**src/rtl/sipo_pkg.sv**
```systemverilog
// Shared types and helpers for the sipo_deser deserialiser.
// Holds the output-side state encoding and the bit-counter width function.
package sipo_pkg;

  typedef enum logic {
    EMPTY = 1'b0,
    FULL  = 1'b1
  } out_state_e;

  function automatic int cnt_w(input int width);
    return $clog2(width);
  endfunction

endpackage

```
**src/rtl/sipo_shift_core.sv**
```systemverilog
// Serial shift register plus bit counter; presents the assembled word and a
// single-cycle word_done strobe in the cycle the final bit is being sampled.
module sipo_shift_core
  import sipo_pkg::*;
#(
  parameter int WIDTH     = 8,
  parameter bit MSB_FIRST = 1'b1
) (
  input  logic                    clk,
  input  logic                    rst_n,
  input  logic                    d,
  input  logic                    d_en,
  input  logic                    frame_clr,
  output logic [WIDTH-1:0]        sr,
  output logic [cnt_w(WIDTH)-1:0] bit_cnt,
  output logic [WIDTH-1:0]        word,
  output logic                    word_done
);

  localparam int             CW   = cnt_w(WIDTH);
  localparam logic [CW-1:0]  LAST = CW'(WIDTH - 1);

  logic shift_en;

  // frame_clr wins over d_en: the bit offered in a clearing cycle is dropped.
  assign shift_en = d_en && !frame_clr;

  // word is the would-be sr after this shift, so it already includes d.
  generate
    if (MSB_FIRST) begin : g_msb
      assign word = {sr[WIDTH-2:0], d};
    end else begin : g_lsb
      assign word = {d, sr[WIDTH-1:1]};
    end
  endgenerate

  assign word_done = shift_en && (bit_cnt == LAST);

  always_ff @(posedge clk) begin
    if (!rst_n) begin
      sr      <= '0;
      bit_cnt <= '0;
    end else if (frame_clr || word_done) begin
      sr      <= '0;
      bit_cnt <= '0;
    end else if (shift_en) begin
      sr      <= word;
      bit_cnt <= bit_cnt + CW'(1);
    end
  end

endmodule

```
**src/rtl/sipo_deser.sv**
```systemverilog
// Serial-in/parallel-out deserialiser: shift core plus a held output word with
// valid/ready handoff and a sticky overrun flag for words dropped while full.
module sipo_deser
  import sipo_pkg::*;
#(
  parameter int WIDTH     = 8,
  parameter bit MSB_FIRST = 1'b1
) (
  input  logic                    clk,
  input  logic                    rst_n,
  input  logic                    d,
  input  logic                    d_en,
  input  logic                    frame_clr,
  input  logic                    q_ready,
  input  logic                    ovr_clr,
  output logic [WIDTH-1:0]        q,
  output logic                    q_valid,
  output logic [WIDTH-1:0]        sr,
  output logic [cnt_w(WIDTH)-1:0] bit_cnt,
  output logic                    overrun
);

  logic [WIDTH-1:0] word;
  logic             word_done;
  logic [WIDTH-1:0] q_d;
  logic             ovr_set;
  out_state_e       state_q;
  out_state_e       state_d;

  sipo_shift_core #(
    .WIDTH     (WIDTH),
    .MSB_FIRST (MSB_FIRST)
  ) u_core (
    .clk       (clk),
    .rst_n     (rst_n),
    .d         (d),
    .d_en      (d_en),
    .frame_clr (frame_clr),
    .sr        (sr),
    .bit_cnt   (bit_cnt),
    .word      (word),
    .word_done (word_done)
  );

  // Handshake: a word transfers at any edge where q_valid=1 and q_ready=1;
  // q is held stable while q_valid=1 and q_ready=0, and q_ready is a no-op
  // while q_valid=0. q_valid is the decoded output state, never a raw input.
  always_comb begin
    state_d = state_q;
    q_d     = q;
    ovr_set = 1'b0;
    case (state_q)
      EMPTY: begin
        if (word_done) begin
          state_d = FULL;
          q_d     = word;
        end
      end
      FULL: begin
        if (word_done) begin
          if (q_ready) q_d = word;
          else         ovr_set = 1'b1;
        end else if (q_ready) begin
          state_d = EMPTY;
        end
      end
      default: state_d = EMPTY;
    endcase
  end

  always_ff @(posedge clk) begin
    if (!rst_n) begin
      state_q <= EMPTY;
      q       <= '0;
      overrun <= 1'b0;
    end else begin
      state_q <= state_d;
      q       <= q_d;
      // A new drop in the same cycle as ovr_clr keeps the flag set.
      overrun <= ovr_set || (overrun && !ovr_clr);
    end
  end

  assign q_valid = (state_q == FULL);

endmodule

```
**config.mk**
```make
export PLATFORM = sky130hd
export DESIGN_NAME = sipo_deser
export DESIGN_NICKNAME = d
export VERILOG_FILES = /design/src/rtl/sipo_pkg.sv /design/src/rtl/sipo_shift_core.sv /design/src/rtl/sipo_deser.sv
export SDC_FILE = /design/constraint.sdc
export NUM_CORES = 1
export LEC_CHECK = 0
export CAP_MARGIN = 20
export CORE_MARGIN = 1
export CORE_UTILIZATION = 31
export DETAILED_ROUTE_END_ITERATION = 7
export SETUP_SLACK_MARGIN = 0.1
export SLEW_MARGIN = 20
export SYNTH_ARGS = -nofsm -noshare
export SYNTH_HDL_FRONTEND = slang
export SYNTH_SLANG_ARGS = --single-unit
```
**constraint.sdc**
```tcl
create_clock -name clk -period 3.92 [get_ports clk]
set_input_delay 0.784 -clock clk [delete_from_list [all_inputs] [get_ports clk]]
set_output_delay 0.784 -clock clk [all_outputs]
set_load 0.01 [all_outputs]
```
==> flow_summary.ini, run 1 <==
[clock_tree]
cts_buffers = 3
cts_buffer_depth = 2
clock-root-buffer = clkbuf_4
clk_pin_slew_worst_paths_ps = 110
cts_tree = built
clk_latency_ps = 300
cts.sinks = 21
cts_resized = 0
postCtsHoldBufs = 0
post-cts-setup-buffer-count = 0
htree_levels = 1

[pwr]
power.density_mw_per_mm2 = 282
vdd_drop_max_mv = 0.226
finalPower_mw = 0.340
seqPwrFrac_pct = 63.1
combinationalPowerShare_pct = 6.7
p_sw_share_pct = 22.3
p_leak_nw = 0.403
clock_power_share_pct = 30.2
p_int_mw = 0.264
power_switching_mw = 0.0759

[sta]
setup_tns_ps = 0
finalCriticalPeriod_ps = 2080
setup_violations = 0
rsz0062_at_grt = false
finalHoldViolations = 0
maxSlewViolCount = 0
worstMarginPinSlew_ps = 660
slew_headroom_pct = 55.9
finalCritPeriodShare_pct = 53.0
clock_skew_ps = 0.801
fmax_ghz = 0.482

[placed_design]
gp_congestion = 0.678
dpl.hpwl_um = 1300
numPortBuffers = 27

[critical_path]
path_class = register to output port
timing.rr.start = u_core.bit_cnt[0]
cp_top_family = buffers and inverters
required_ps = 3140
startpoint_type = register
crit_fanout = 4
path_cells = clkdlybuf4s50_1
r2r-end = u_core.bit_cnt[1]
reg2regPathDepth = 5
critPathArrivalTime_ps = 1290
slowest_stage = clkdlybuf4s50_1
end_kind = output port
critPathMaxStageDelay_ps = 570
critPathBufInv = 1
reg2reg_setup_slack_ps = 2260

[global_routing]
antenna_found_initial = 0
grt_max_degree = 20
grt_use_met2_pct = 17.7
overflow = 0
grt_pass1_wl_um = 2900
use_met1_pct = 15.6
grt_usage_pct = 12.0
grt.busiest_layer = met2
grt_pass1_vias = 638
grtUsageMet3_pct = 4.42

[logic_synthesis]
netlist_top_cells_area = dfxtp_1 (46%), nand2_1 (14%), a21oi_2 (9.6%)
synth_top_area_share_pct = 46.1
synth_edf_count = 0
synthFlopType = dfxtp_1
synth_compound_area_share_pct = 11.1
yosysTopAreaCell = dfxtp_1
ys_ff_latch = 21
synth_top_family_by_area = simple AND/OR/NAND/NOR gates
synth_simple_gate_area_share_pct = 24.7
syn_avg_cell_area_um2 = 9.50
synthesis.nets = 105
synthTopCellsByCount = nand2_1 (35), dfxtp_1 (21), a21oi_2 (10), mux2i_1 (8)
synthXorXnorAreaFrac_pct = 0.960
synth_warnings = 0
synth-async-reset-ratio_pct = 0
synth_fa_ha_area_share_pct = 2.74
synth_mux_area_share_pct = 8.78
synth_area_um2 = 912
synth.distinct_cells = 21
synth-seq-area-share_pct = 46.1
yosysMostFrequentCell = nand2_1
synthCells = 96

[routing]
drc = 0
drtPass1Iterations = 4
routed_wl_um = 1740
ant_nets = 0
viasPerCell = 4.56
vias = 698
wire_per_inst_um = 11.4
drt_iter0_drc = 21

[worst_hold_path]
hold_start = q[4]
min_to = q[4]
min_delay_path_depth = 2
holdCritPathClass = register to register

[die]
coreArea_mm2 = 0.00278
ioPinCount = 28
rows = 19
start_util_pct = 32.8
die-area_mm2 = 0.00316
die_y_um = 56.2
die_w_um = 56.2

[layout]
n_fill_cell = 296
diodes = 0
areaGrowthSynthToFinish_pct = 32.4
final_nets = 132
final_core_util_pct = 43.4
drive_above_1_share_pct = 16.4

[flow_run]
drv_cap = 0

[outcome]
status = complete, no violations
worst max path at each step:
stage                 startpoint                 to  slack [ps]  depth (start not counted)
floorplan              frame_clr               q[0]        2510                          4
global placement           rst_n  u_core.bit_cnt[2]        1670                          4
detailed placement         rst_n  u_core.bit_cnt[1]        1630                          4
CTS                 u_core.sr[6]              sr[6]        1830                          1
global route        u_core.sr[4]              sr[4]        1780                          1
finish              u_core.sr[4]              sr[4]        1840                          1
per-stage QoR:
stage	hold WS (ps)	cells	worst slack (ps)	cell area, um^2
final	465	153	1840	1210
after detailed placement	452	149	1630	1180
after floorplan	479	96	2510	912
after CTS	468	153	1830	1210
after global routing	486	153	1780	1210
after global placement	446	149	1670	1180
cell families (layout without fill, tap and decap cells):
group	Yosys count	count (layout)
AND/OR/NAND/NOR	45	45
flip-flops	21	21
AO/OA/AOI/OAI	12	12
multiplexers	8	8
buffers and inverters	7	33
adder cells (fa/ha/maj)	2	2
XOR/XNOR	1	1
registers in the layout, indices dropped and copies added (netlist names):
signal and count:
u_core.bit_cnt 3, q_valid 1, q 8, overrun 1, u_core.sr 8
routing by layer:
metal  routed length (um)  vias up
met5                    0        -
met4                   24        0
met3                   98        4
met2                  798       18
met1                  818      317
li1                     -      359
cells in the final DEF (no fill, tap or decap):
cell and count:
nand2_1 35, clkbuf_1 1, nand3b_1 1, nor2_1 1, nand3b_4 1, xnor2_1 1
nand2_2 2, nor2b_4 1, a21boi_0 1, mux2i_1 8, nand2b_4 1, and2_1 1
ha_1 2, a21oi_2 10, buf_4 1, clkdlybuf4s50_1 27, inv_1 1, and2b_4 1
nand2b_1 1, dfxtp_1 21, clkbuf_4 3, o22ai_1 1
area by class of cell:
class	instances	area, um^2	share of cell area [%]
Multi-Input combinational cell	68	440	36.5
Sequential cell	21	420	34.8
Timing Repair Buffer	28	278	23.0
Tap cell	31	38.8	3.21
Clock buffer	4	26.3	2.18
Inverter	1	3.75	0.311
power groups by stage:
stage	logic (mW)	registers (mW)	clock network, mW
2_1_floorplan	0.0143	0.220	0
4_1_cts	0.0232	0.215	0.109
3_5_place_dp	0.0230	0.220	0
5_1_grt	0.0248	0.215	0.117
6_report	0.0227	0.215	0.103
3_3_place_gp	0.0229	0.220	0
No activity file was read; power rests on OpenSTA's default activity.
==> run 2, diff against run 1 <==
clock period = 2 ns   (was 3.92 ns; I/O delays follow)
==> run 2 against run 1 <==
Design area grew 1.3%. Sequential share of layout area shrank 0.46 points. Count of clock-buffer cells in the layout shrank 1. Global-route usage grew 0.58 points. Sequential cell count is the same. Via count grew 0.57%.
==> flow_summary.ini, run 2 (same netlist as run 1, synthesis figures left out) <==
[outcome]
status = complete, no violations

[layout]
final_nets = 134
areaGrowthSynthToFinish_pct = 34.2
final_common_cell = nand2_1
n_fill_cell = 275
reg_top3 = q x8, u_core.sr x8, u_core.bit_cnt x3
drive_above_1_share_pct = 18.5
diodes = 0
final_cell_mix = nand2_1 (35), clkdlybuf4s50_1 (27), dfxtp_1 (21)

[global_routing]
grt_pass1_wl_um = 3120
grt_pass1_vias = 682
overflow = 0
grt_usage_pct = 12.5
antenna_found_initial = 0
grt_max_degree = 13

[flow_run]
drv_cap = 0

[clock_tree]
cts_tree = built
clk_pin_slew_worst_paths_ps = 120
clk_latency_ps = 300
post-cts-setup-buffer-count = 0
clock-root-buffer = clkbuf_4
cts_buffer_depth = 2
cts_resized = 0
htree_levels = 1
postCtsHoldBufs = 0
cts_buffers = 3
cts.sinks = 21

[sta]
fmax_ghz = 0.591
finalCritPeriodShare_pct = 84.6
finalCriticalPeriod_ps = 1690
finalHoldViolations = 0
rsz0062_at_grt = false
hold-worst-slack_ps = 466
maxSlewViolCount = 0
clock_skew_ps = 9.49
layout_setup_ws_ps = 307
slew_headroom_pct = 74.6
worstMarginPinSlew_ps = 381
setup_violations = 0
setup_tns_ps = 0

[critical_path]
path_class = register to output port
crit_cells = 1
startpoint_type = register
critPathArrivalTime_ps = 1290
critPathMaxStageDelay_ps = 570
end_kind = output port
critPathBufInv = 1
required_ps = 1600
slowest_stage = clkdlybuf4s50_1
cp_top_family = buffers and inverters
crit_fanout = 4
reg2regPathDepth = 5
path_cells = clkdlybuf4s50_1

[routing]
drc = 0
drtPass1Iterations = 4
ant_nets = 0
drt_iter0_drc = 13
vias = 702
routed_wl_um = 1760
wire_per_inst_um = 11.3
viasPerCell = 4.53

[pwr]
vdd_drop_max_mv = 0.276
combinationalPowerShare_pct = 7.2
p_leak_nw = 0.415
p_sw_share_pct = 22.4
power.density_mw_per_mm2 = 545
clock_power_share_pct = 29.8
finalPower_mw = 0.667
seqPwrFrac_pct = 63.1
p_int_mw = 0.517
power_switching_mw = 0.150

[placed_design]
gp_congestion = 0.691
numPortBuffers = 27
dpl.hpwl_um = 1340
place_ws_ps = 307

[worst_hold_path]
holdCritPathClass = register to register
min_delay_path_depth = 2

[die]
coreArea_mm2 = 0.00278
rows = 19
start_util_pct = 32.8
ioPinCount = 28
die_y_um = 56.2
die_w_um = 56.2
die-area_mm2 = 0.00316
run 2: path summary, 6_finish.rpt:
kind / end / slack, ps / from
worst min-delay path: q[6] / 470 / q[6]
worst min register to register: q[6] / 470 / q[6]
worst max register to register: q[3] / 520 / u_core.bit_cnt[0]
worst max-delay path: sr[5] / 310 / u_core.sr[5]
run 2: metal layers:
metal | part of all wire, % | track usage, % | wire length (um)
met1 | 50 | 17.0 | 881
met2 | 45 | 19.0 | 793
met3 | 3.6 | 2.33 | 64
met4 | 0.97 | 6.27 | 17
met5 | 0 | 0 | 0
run 2: per-stage QoR:
stage | std cells | instance area, um^2 | utilization, %
after floorplan | 96 | 912 | -
after global placement | 151 | 1200 | 43.0
after detailed placement | 151 | 1200 | 43.0
after CTS | 155 | 1220 | 44.0
after global routing | 155 | 1220 | 44.0
final | 155 | 1220 | 44.0
run 2: cell type report:
type | count | area (um^2) | area share (%)
Clock buffer | 3 | 22.5 | 1.84
Clock inverter | 1 | 5.00 | 0.409
Inverter | 1 | 3.75 | 0.307
Multi-Input combinational cell | 68 | 440 | 36.0
Sequential cell | 21 | 420 | 34.4
Tap cell | 31 | 38.8 | 3.17
Timing Repair Buffer | 30 | 293 | 23.9
run 2: power by group through the flow:
stage,clock network (mW),logic [mW],registers (mW)
global route,0.233,0.0521,0.422
finish,0.199,0.0478,0.421
detailed placement,0,0.0484,0.430
CTS,0.213,0.0485,0.421
global placement,0,0.0483,0.430
floorplan,0,0.0280,0.431
